## config.mk

```make
export PLATFORM = sky130hd
export DESIGN_NAME = alu_control_seq
export DESIGN_NICKNAME = d
export VERILOG_FILES = /design/src/rtl/alu_control_seq.sv
export SDC_FILE = /design/constraint.sdc
export NUM_CORES = 1
export LEC_CHECK = 0
export ABC_AREA = 1
export BUFFER_PORTS_ARGS = -buffer_cell sky130_fd_sc_hd__buf_2
export CAP_MARGIN = 25
export CORE_ASPECT_RATIO = 0.9
export CORE_MARGIN = 2
export CORE_UTILIZATION = 45
export CTS_CLUSTER_SIZE = 14
export DETAILED_ROUTE_END_ITERATION = 16
export PLACE_DENSITY_LB_ADDON = 0.05
export RECOVER_POWER = 25
export SETUP_SLACK_MARGIN = 0.05
export SYNTH_ARGS = -nofsm -noshare
export SYNTH_HDL_FRONTEND = slang
export SYNTH_SLANG_ARGS = --single-unit
```

## constraint.sdc

```tcl
create_clock -name clk -period 1.4 [get_ports clk]
set_clock_uncertainty 0.2 [all_clocks]
set_input_delay 0.28 -clock clk [delete_from_list [all_inputs] [get_ports clk]]
set_output_delay 0.28 -clock clk [all_outputs]
set_load 0.1 [all_outputs]
```

## src/rtl/alu_control_seq.sv

```systemverilog
// Registered ALU control decode with MULT/DIV latency sequencing between ID and EX.
// Optional build macro ALUCTRL_SLT_EN adds SLT (R-type) and SLTI decode to 1000.
module alu_control_seq #(
  parameter int unsigned OP_W       = 3,
  parameter int unsigned MUL_CYCLES = 4,
  parameter int unsigned DIV_CYCLES = 8,
  parameter int unsigned CNT_W      = 4
) (
  input  logic            clk,
  input  logic            reset,
  input  logic            valid_in,
  input  logic [OP_W-1:0] ALUOp,
  input  logic [5:0]      ALUFunction,
  input  logic            hold_in,
  output logic            ready_out,
  output logic            valid_out,
  output logic [3:0]      ALUOperation,
  output logic            Shamt,
  output logic            JumpReg_Selector,
  output logic            md_busy,
  output logic            md_done
);

  localparam int unsigned CntMax = (32'd1 << CNT_W) - 32'd1;
  localparam logic [CNT_W-1:0] MulLoad = CNT_W'(MUL_CYCLES - 1);
  localparam logic [CNT_W-1:0] DivLoad = CNT_W'(DIV_CYCLES - 1);

  if (OP_W < 3) begin : g_bad_op_w
    $error("alu_control_seq: OP_W must be >= 3");
  end
  if (MUL_CYCLES < 2 || MUL_CYCLES > CntMax) begin : g_bad_mul
    $error("alu_control_seq: MUL_CYCLES out of range for CNT_W");
  end
  if (DIV_CYCLES < 2 || DIV_CYCLES > CntMax) begin : g_bad_div
    $error("alu_control_seq: DIV_CYCLES out of range for CNT_W");
  end

  typedef enum logic [0:0] {StIdle, StBusy} state_e;

  state_e           state;
  logic [CNT_W-1:0] cnt;

  logic [3:0] dec_op;
  logic       dec_shamt;
  logic       dec_jr;
  logic       dec_mul;
  logic       dec_div;
  logic       op_hi_zero;
  logic       accept;

  // Wide ALUOp encodings are only legal with all bits above [2:0] clear.
  assign op_hi_zero = ((ALUOp >> 3) == '0);

  always_comb begin
    dec_op    = 4'b1001;
    dec_shamt = 1'b0;
    dec_jr    = 1'b0;
    dec_mul   = 1'b0;
    dec_div   = 1'b0;
    if (op_hi_zero) begin
      case (ALUOp[2:0])
        3'b111: begin
          case (ALUFunction)
            6'b100100: dec_op = 4'b0000;
            6'b100101: dec_op = 4'b0001;
            6'b100111: dec_op = 4'b0010;
            6'b100000: dec_op = 4'b0011;
            6'b100010: dec_op = 4'b0100;
            6'b000000: begin dec_op = 4'b0110; dec_shamt = 1'b1; end
            6'b000010: begin dec_op = 4'b0111; dec_shamt = 1'b1; end
            6'b001000: begin dec_op = 4'b0000; dec_jr    = 1'b1; end
            6'b011000, 6'b011001: begin dec_op = 4'b1010; dec_mul = 1'b1; end
            6'b011010, 6'b011011: begin dec_op = 4'b1011; dec_div = 1'b1; end
`ifdef ALUCTRL_SLT_EN
            6'b101010: dec_op = 4'b1000;
`endif
            default: dec_op = 4'b1001;
          endcase
        end
        3'b100:  dec_op = 4'b0011;
        3'b101:  dec_op = 4'b0001;
        3'b110:  dec_op = 4'b0101;
        3'b001:  dec_op = 4'b0100;
        3'b010:  dec_op = 4'b0000;
        3'b000:  dec_op = 4'b0011;
`ifdef ALUCTRL_SLT_EN
        3'b011:  dec_op = 4'b1000;
`endif
        default: dec_op = 4'b1001;
      endcase
    end
  end

  // Gated by reset so every output reads 0 while reset is asserted.
  assign ready_out = (state == StIdle) && !hold_in && !reset;
  assign accept    = valid_in && ready_out;

  always_ff @(posedge clk) begin
    if (reset) begin
      state            <= StIdle;
      cnt              <= '0;
      valid_out        <= 1'b0;
      ALUOperation     <= 4'b0000;
      Shamt            <= 1'b0;
      JumpReg_Selector <= 1'b0;
      md_busy          <= 1'b0;
      md_done          <= 1'b0;
    end else begin
      md_done <= 1'b0;
      unique case (state)
        StIdle: begin
          if (accept && (dec_mul || dec_div)) begin
            state   <= StBusy;
            cnt     <= dec_mul ? MulLoad : DivLoad;
            md_busy <= 1'b1;
          end
        end
        StBusy: begin
          // Counts regardless of hold_in; exits on the edge that sees zero.
          if (cnt == '0) begin
            state   <= StIdle;
            md_busy <= 1'b0;
            md_done <= 1'b1;
          end else begin
            cnt <= cnt - 1'b1;
          end
        end
        default: state <= StIdle;
      endcase

      if (accept) begin
        ALUOperation     <= dec_op;
        Shamt            <= dec_shamt;
        JumpReg_Selector <= dec_jr;
        valid_out        <= 1'b1;
      end else if (!hold_in) begin
        valid_out <= 1'b0;
      end
    end
  end

endmodule

```

Word level (Yosys, flattened, before mapping). Index checks and enable logic that the tools add are counted.

Eq/ne operators: 21. Reduce and logical (&&, ||, !) cells: 18. Bitwise logic cells: 1. Add/sub/neg operators: 1. Multiplexer cells: 23.

Operators with widths (count): 4-bit case mux with 9 select lines (1); 6-bit equality test, second input constant (5); 6-bit by 5-bit equality test with 1-bit output, second input constant (4); 4-bit case mux with 6 select lines (1); 1-bit 2-to-1 mux (15); 3-bit equality test, second input constant (4); 2-bit OR reduction (6); 4-bit 2-to-1 mux (2); 4-bit case mux with 2 select lines (1); 6-bit by 2-bit equality test with 1-bit output, second input constant (1); 6-bit by 4-bit equality test with 1-bit output, second input constant (1); 6-bit zero test (1); 2-bit by 1-bit != test with 1-bit output, second input constant (3); 1-bit logical AND (4); 4-bit zero test (1); 1-bit case mux with 2 select lines (2); 2-bit AND reduction (2); 4-bit by 1-bit subtractor with 4-bit output, second input constant (1); 3-bit by 1-bit equality test with 1-bit output, second input constant (1); 3-bit by 2-bit equality test with 1-bit output, second input constant (1); 3-bit zero test (1); 3-bit 2-to-1 mux (1); 1-bit zero test (2); 2-bit != test, second input constant (1); other kinds (2) (2).

Flip-flop bits (word level): 14. Input port bits: 13. Output and inout port bits: 10. Logic and storage cells: 72.

Logic depth before layout (Yosys ltp).
Word-level depth: 8. Gate-level depth with buffers: 9.

Worst setup path after synthesis. OpenSTA, ideal clock, no wires.

Path kind: reg2reg. Start point: register state. End point: register cnt[2]. Setup slack: -0.707 ns. Data required time: 1.088 ns. Stages on the path, launching flop included: 7. Data arrival time: 1.795 ns. Library setup time: 0.112 ns. Clock period less this slack: 2.107 ns. Buffers on the path: 0. Cells stage by stage: dfxtp_1 nor3_4 nand2_4 nor2_8 a21oi_4 nand3_1 nand2_1.

Longest elaborated chain between the ends: 7.

Ends and longest elaborated chain: start, declared (RTL line 40) `state_e state;`; start signal, assigned (RTL line 100) `state <= StIdle;`; start signal, assigned (RTL line 113) `state <= StBusy;`; start signal, assigned (RTL line 121) `state <= StIdle;`; 1-bit inverter (no source line); 1-bit logical AND (2 in series) (RTL line 95) `assign ready_out = (state == StIdle) && !hold_in && !reset;`; net ready_out (RTL line 15) `output logic ready_out,`; 1-bit logical AND (RTL line 96) `assign accept = valid_in && ready_out;`; 1-bit logical AND (RTL line 112) `if (accept && (dec_mul || dec_div)) begin`; 2-bit by 1-bit != test with 1-bit output (no source line); 2-bit AND reduction (no source line); end signal, assigned (RTL line 114) `cnt <= dec_mul ? MulLoad : DivLoad;`; end signal, assigned (RTL line 125) `cnt <= cnt - 1'b1;`; end, declared (RTL line 41) `logic [CNT_W-1:0] cnt;`.

The timed path passes the listed nets, and every way through them passes these cells. A chain may end at the register's enable or synchronous reset.

Final worst setup path.
Start point: register cnt[1]. End point: register cnt[2].

Longest elaborated chain between the ends: 3.

Ends and longest elaborated chain (RTL line): 4-bit by 1-bit subtractor with 4-bit output or 4-bit zero test (tied branches) (125, 120); 4-bit 2-to-1 mux or 2-bit != test (tied branches); 4-bit case mux with 2 select lines or 2-bit AND reduction (tied branches).

Parallel ways exist; a longest one is shown, timed or not. The select of a mux whose other input is x is not followed.

==> results.ini <==
[power_and_ir_drop]
max-vdd-ir-drop_uv = 675
design_power_total_uw = 911
power_density_mw_per_mm2 = 619
total_leakage_power_uw = 0.000735

[layout]
most_common_library_cell_in_the_layout_ignoring_fill_and_taps = sky130_fd_sc_hd__nand2_1
layout.cells.most_common_list = sky130_fd_sc_hd__nand2_1, sky130_fd_sc_hd__buf_4, sky130_fd_sc_hd__nor2_1, sky130_fd_sc_hd__nand3_1, sky130_fd_sc_hd__buf_2
antenna_cells = 0
proportion_of_layout_cells_with_a_drive_suffix_above_1 = 0.511
final-seq-area_sq_um = 300
area_growth_pct = 74.9
num-nets-final = 200
fill_cells = 113
post_route_cell_area_sq_mm = 0.00147
area_of_the_multi_input_gates_sq_um = 548

[setup_path]
timing.critical_path.fanout_max = 2
crit_path_cell_trace = inv_2, ha_4, buf_4, buf_4, nor2_1, nor2_1, a31oi_1, nand2_1, nand2_1
delay_of_the_slowest_cell_on_the_worst_path_ns = 0.33
setup.worst_path.end_class = flop
critPathArrivalTime_ns = 1.69
critPathRequiredTime_ns = 1.44
crit_path_top_delay_cell = sky130_fd_sc_hd__dfxtp_2
critPathKind = reg2reg
path_buf_inv = 3
start_kind = flop
cell_family_with_the_largest_share_of_critical_path_delay = simple AND/OR/NAND/NOR gates

[synth]
count_of_flip_flops_with_a_built_in_enable_after_synthesis = 0
syn_nets = 141
synth-async-reset-ratio = 0
yosysUniqueCellTypes = 21
ys_ff_latch = 14
yosysSeqAreaShare = 0.333
post_synth.cell_area_avg_sq_um = 6.63
postSynth.topFlopCell = sky130_fd_sc_hd__dfxtp_1
netlist_area_sq_um = 842
synth_warnings = 0
syn_inst = 127

[floorplanning]
dieWidth_um = 49.6
num_rows = 14
initial_core_util = 0.491
die_y_um = 45.0
floorplan_die_area_sq_mm = 0.00223
ioPinCount = 23
floorplan.core_area_sq_mm = 0.00172

[global_routing]
antenna_violations_before_repair = 0
grt_first_pass_wirelength_um = 4320
final_global_route_overflow_total = 0
grt_start_max_net_pins = 9
grt_pass1_vias = 1057
grt_use_total = 0.262

[clock_tree]
path_clk_slew_ns = 0.09
numCtsBuffers = 3
cts-root-buf = sky130_fd_sc_hd__clkbuf_4
worst_skew_pair_latency_ns = 0.30
maximum_level_of_the_cts_h_tree = 1
cts.sinks = 14
max-clock-path-buffers = 2
cts_tree = done
hold_buf_count_cts = 0

[detailed_routing]
drt_first_iter_violations = 67
avgRoutedWirePerCell_um = 15.9
vias_per_cell = 5.53
final_antenna_net_count = 0
drt-total-wl_um = 3310
drt-pass1-iter-count = 5
post-route-drc-count = 0
routed-via-count = 1151

[placed_design]
gp_routability_congestion = 0.928
hpwlAfterDp_um = 1750
dpl_cell_area_sq_mm = 0.00128
buffers_added_on_ports = 22

[timing]
worst_tran_pin_value_ns = 0.317
final_setup_viols = 12
finalWorstPathRequiredPeriod_ns = 1.64
report.final.hold_viol_count = 0
slew_viols_final = 0
post-route-worst-setup-slack_ns = -0.244
fmaxAchievable_mhz = 608
hold_ws_ns = 0.0565
rsz0062_at_grt = true
fin_crit_sh = 1.17
max-slew-margin-rel = 0.788

[run]
maxCapViolCount = 0

[outcome]
failing_checks = negative setup slack
outcome = complete, but fails checks

[hold_path]
min_path_type = in2reg

-- through the flow --
stage | std cells | util | TNS (ns) | worst slack, ns
after floorplan | 127 | - | -8.08 | -0.672
after global placement | 192 | 0.747 | -0.627 | -0.125
after detailed placement | 192 | 0.747 | -1.23 | -0.185
after CTS | 199 | 0.810 | -0.416 | -0.137
after global routing | 208 | 0.858 | -1.93 | -0.292
final | 208 | 0.858 | -1.28 | -0.244
-- cells in the mapped netlist (2+ instances only) --
| cell type | instances | area, sq um |
|---|---|---|
| sky130_fd_sc_hd__nor2_1 | 18 | 67.6 |
| sky130_fd_sc_hd__nor2_2 | 5 | 31.3 |
| sky130_fd_sc_hd__dfxtp_1 | 14 | 280 |
| sky130_fd_sc_hd__a21oi_1 | 7 | 35.0 |
| sky130_fd_sc_hd__inv_1 | 12 | 45.0 |
| sky130_fd_sc_hd__a31oi_1 | 2 | 12.5 |
| sky130_fd_sc_hd__nand3_1 | 14 | 70.1 |
| sky130_fd_sc_hd__inv_2 | 3 | 11.3 |
| sky130_fd_sc_hd__nand2_1 | 35 | 131 |
| sky130_fd_sc_hd__o21ai_0 | 2 | 10.0 |
| sky130_fd_sc_hd__nand4_1 | 2 | 12.5 |
| sky130_fd_sc_hd__o21ai_1 | 4 | 20.0 |
-- area by class of cell --
class	count	share of cell area
Multi-Input combinational cell	97	0.372
Clock buffer	3	0.0153
Tap cell	24	0.0204
Sequential cell	14	0.204
Timing Repair Buffer	55	0.350
Inverter	15	0.0382
-- final timing paths --
path | from | endpoint | slack (ns) | depth (start not counted)
worst max-delay path | cnt[1] | cnt[2] | -0.24 | 9
worst min-delay path | hold_in | valid_out | 0.06 | 3
worst max register to register | cnt[1] | cnt[2] | -0.24 | 9
worst min register to register | md_busy | md_busy | 0.29 | 2
-- worst register-to-register path: cells and delay by family (launching register included) --
kind	cells	cell delay (ns)
fa+ha+maj	1	0.17
compound gates	1	0.17
simple gates	4	0.40
buf+inv	3	0.31
flops	1	0.33
-- power breakdown --
| part | internal (uW) | switching (uW) | total, uW |
|---|---|---|---|
| clock network | 101 | 145 | 246 |
| logic | 97.4 | 155 | 253 |
| registers | 403 | 8.58 | 412 |
-- routing by layer --
| layer | wire length [um] | track usage | vias to the layer above |
|---|---|---|---|
| met2 | 1610 | 0.483 | 81 |
| li1 | - | - | 523 |
| met5 | 0 | 0 | - |
| met1 | 1130 | 0.278 | 514 |
| met4 | 259 | 0.139 | 0 |
| met3 | 323 | 0.0695 | 33 |
-- logic make-up (layout without fill, tap and decap cells) --
| logic type | after synthesis | count (layout) | share of synthesized area |
|---|---|---|---|
| compound gates | 16 | 16 | 0.111 |
| buf+inv | 16 | 73 | 0.0802 |
| simple gates | 79 | 79 | 0.450 |
| flops | 14 | 14 | 0.333 |
| xor+xnor | 1 | 1 | 0.0104 |
| fa+ha+maj | 1 | 1 | 0.0149 |
-- state kept, by name, indices dropped and copies added (netlist names) --
signal and count:
ALUOperation 4, cnt 4, JumpReg_Selector 1, Shamt 1
md_busy 1, md_done 1, state 1, valid_out 1
-- what timing repair did --
action,in CTS,in global routing
endpoints found under the hold margin,0,0
gates resized for setup,18,4
setup endpoints to repair,12,14
pin swaps,8,3
setup buffers,5,9
Power figures use the tool's default switching activity.
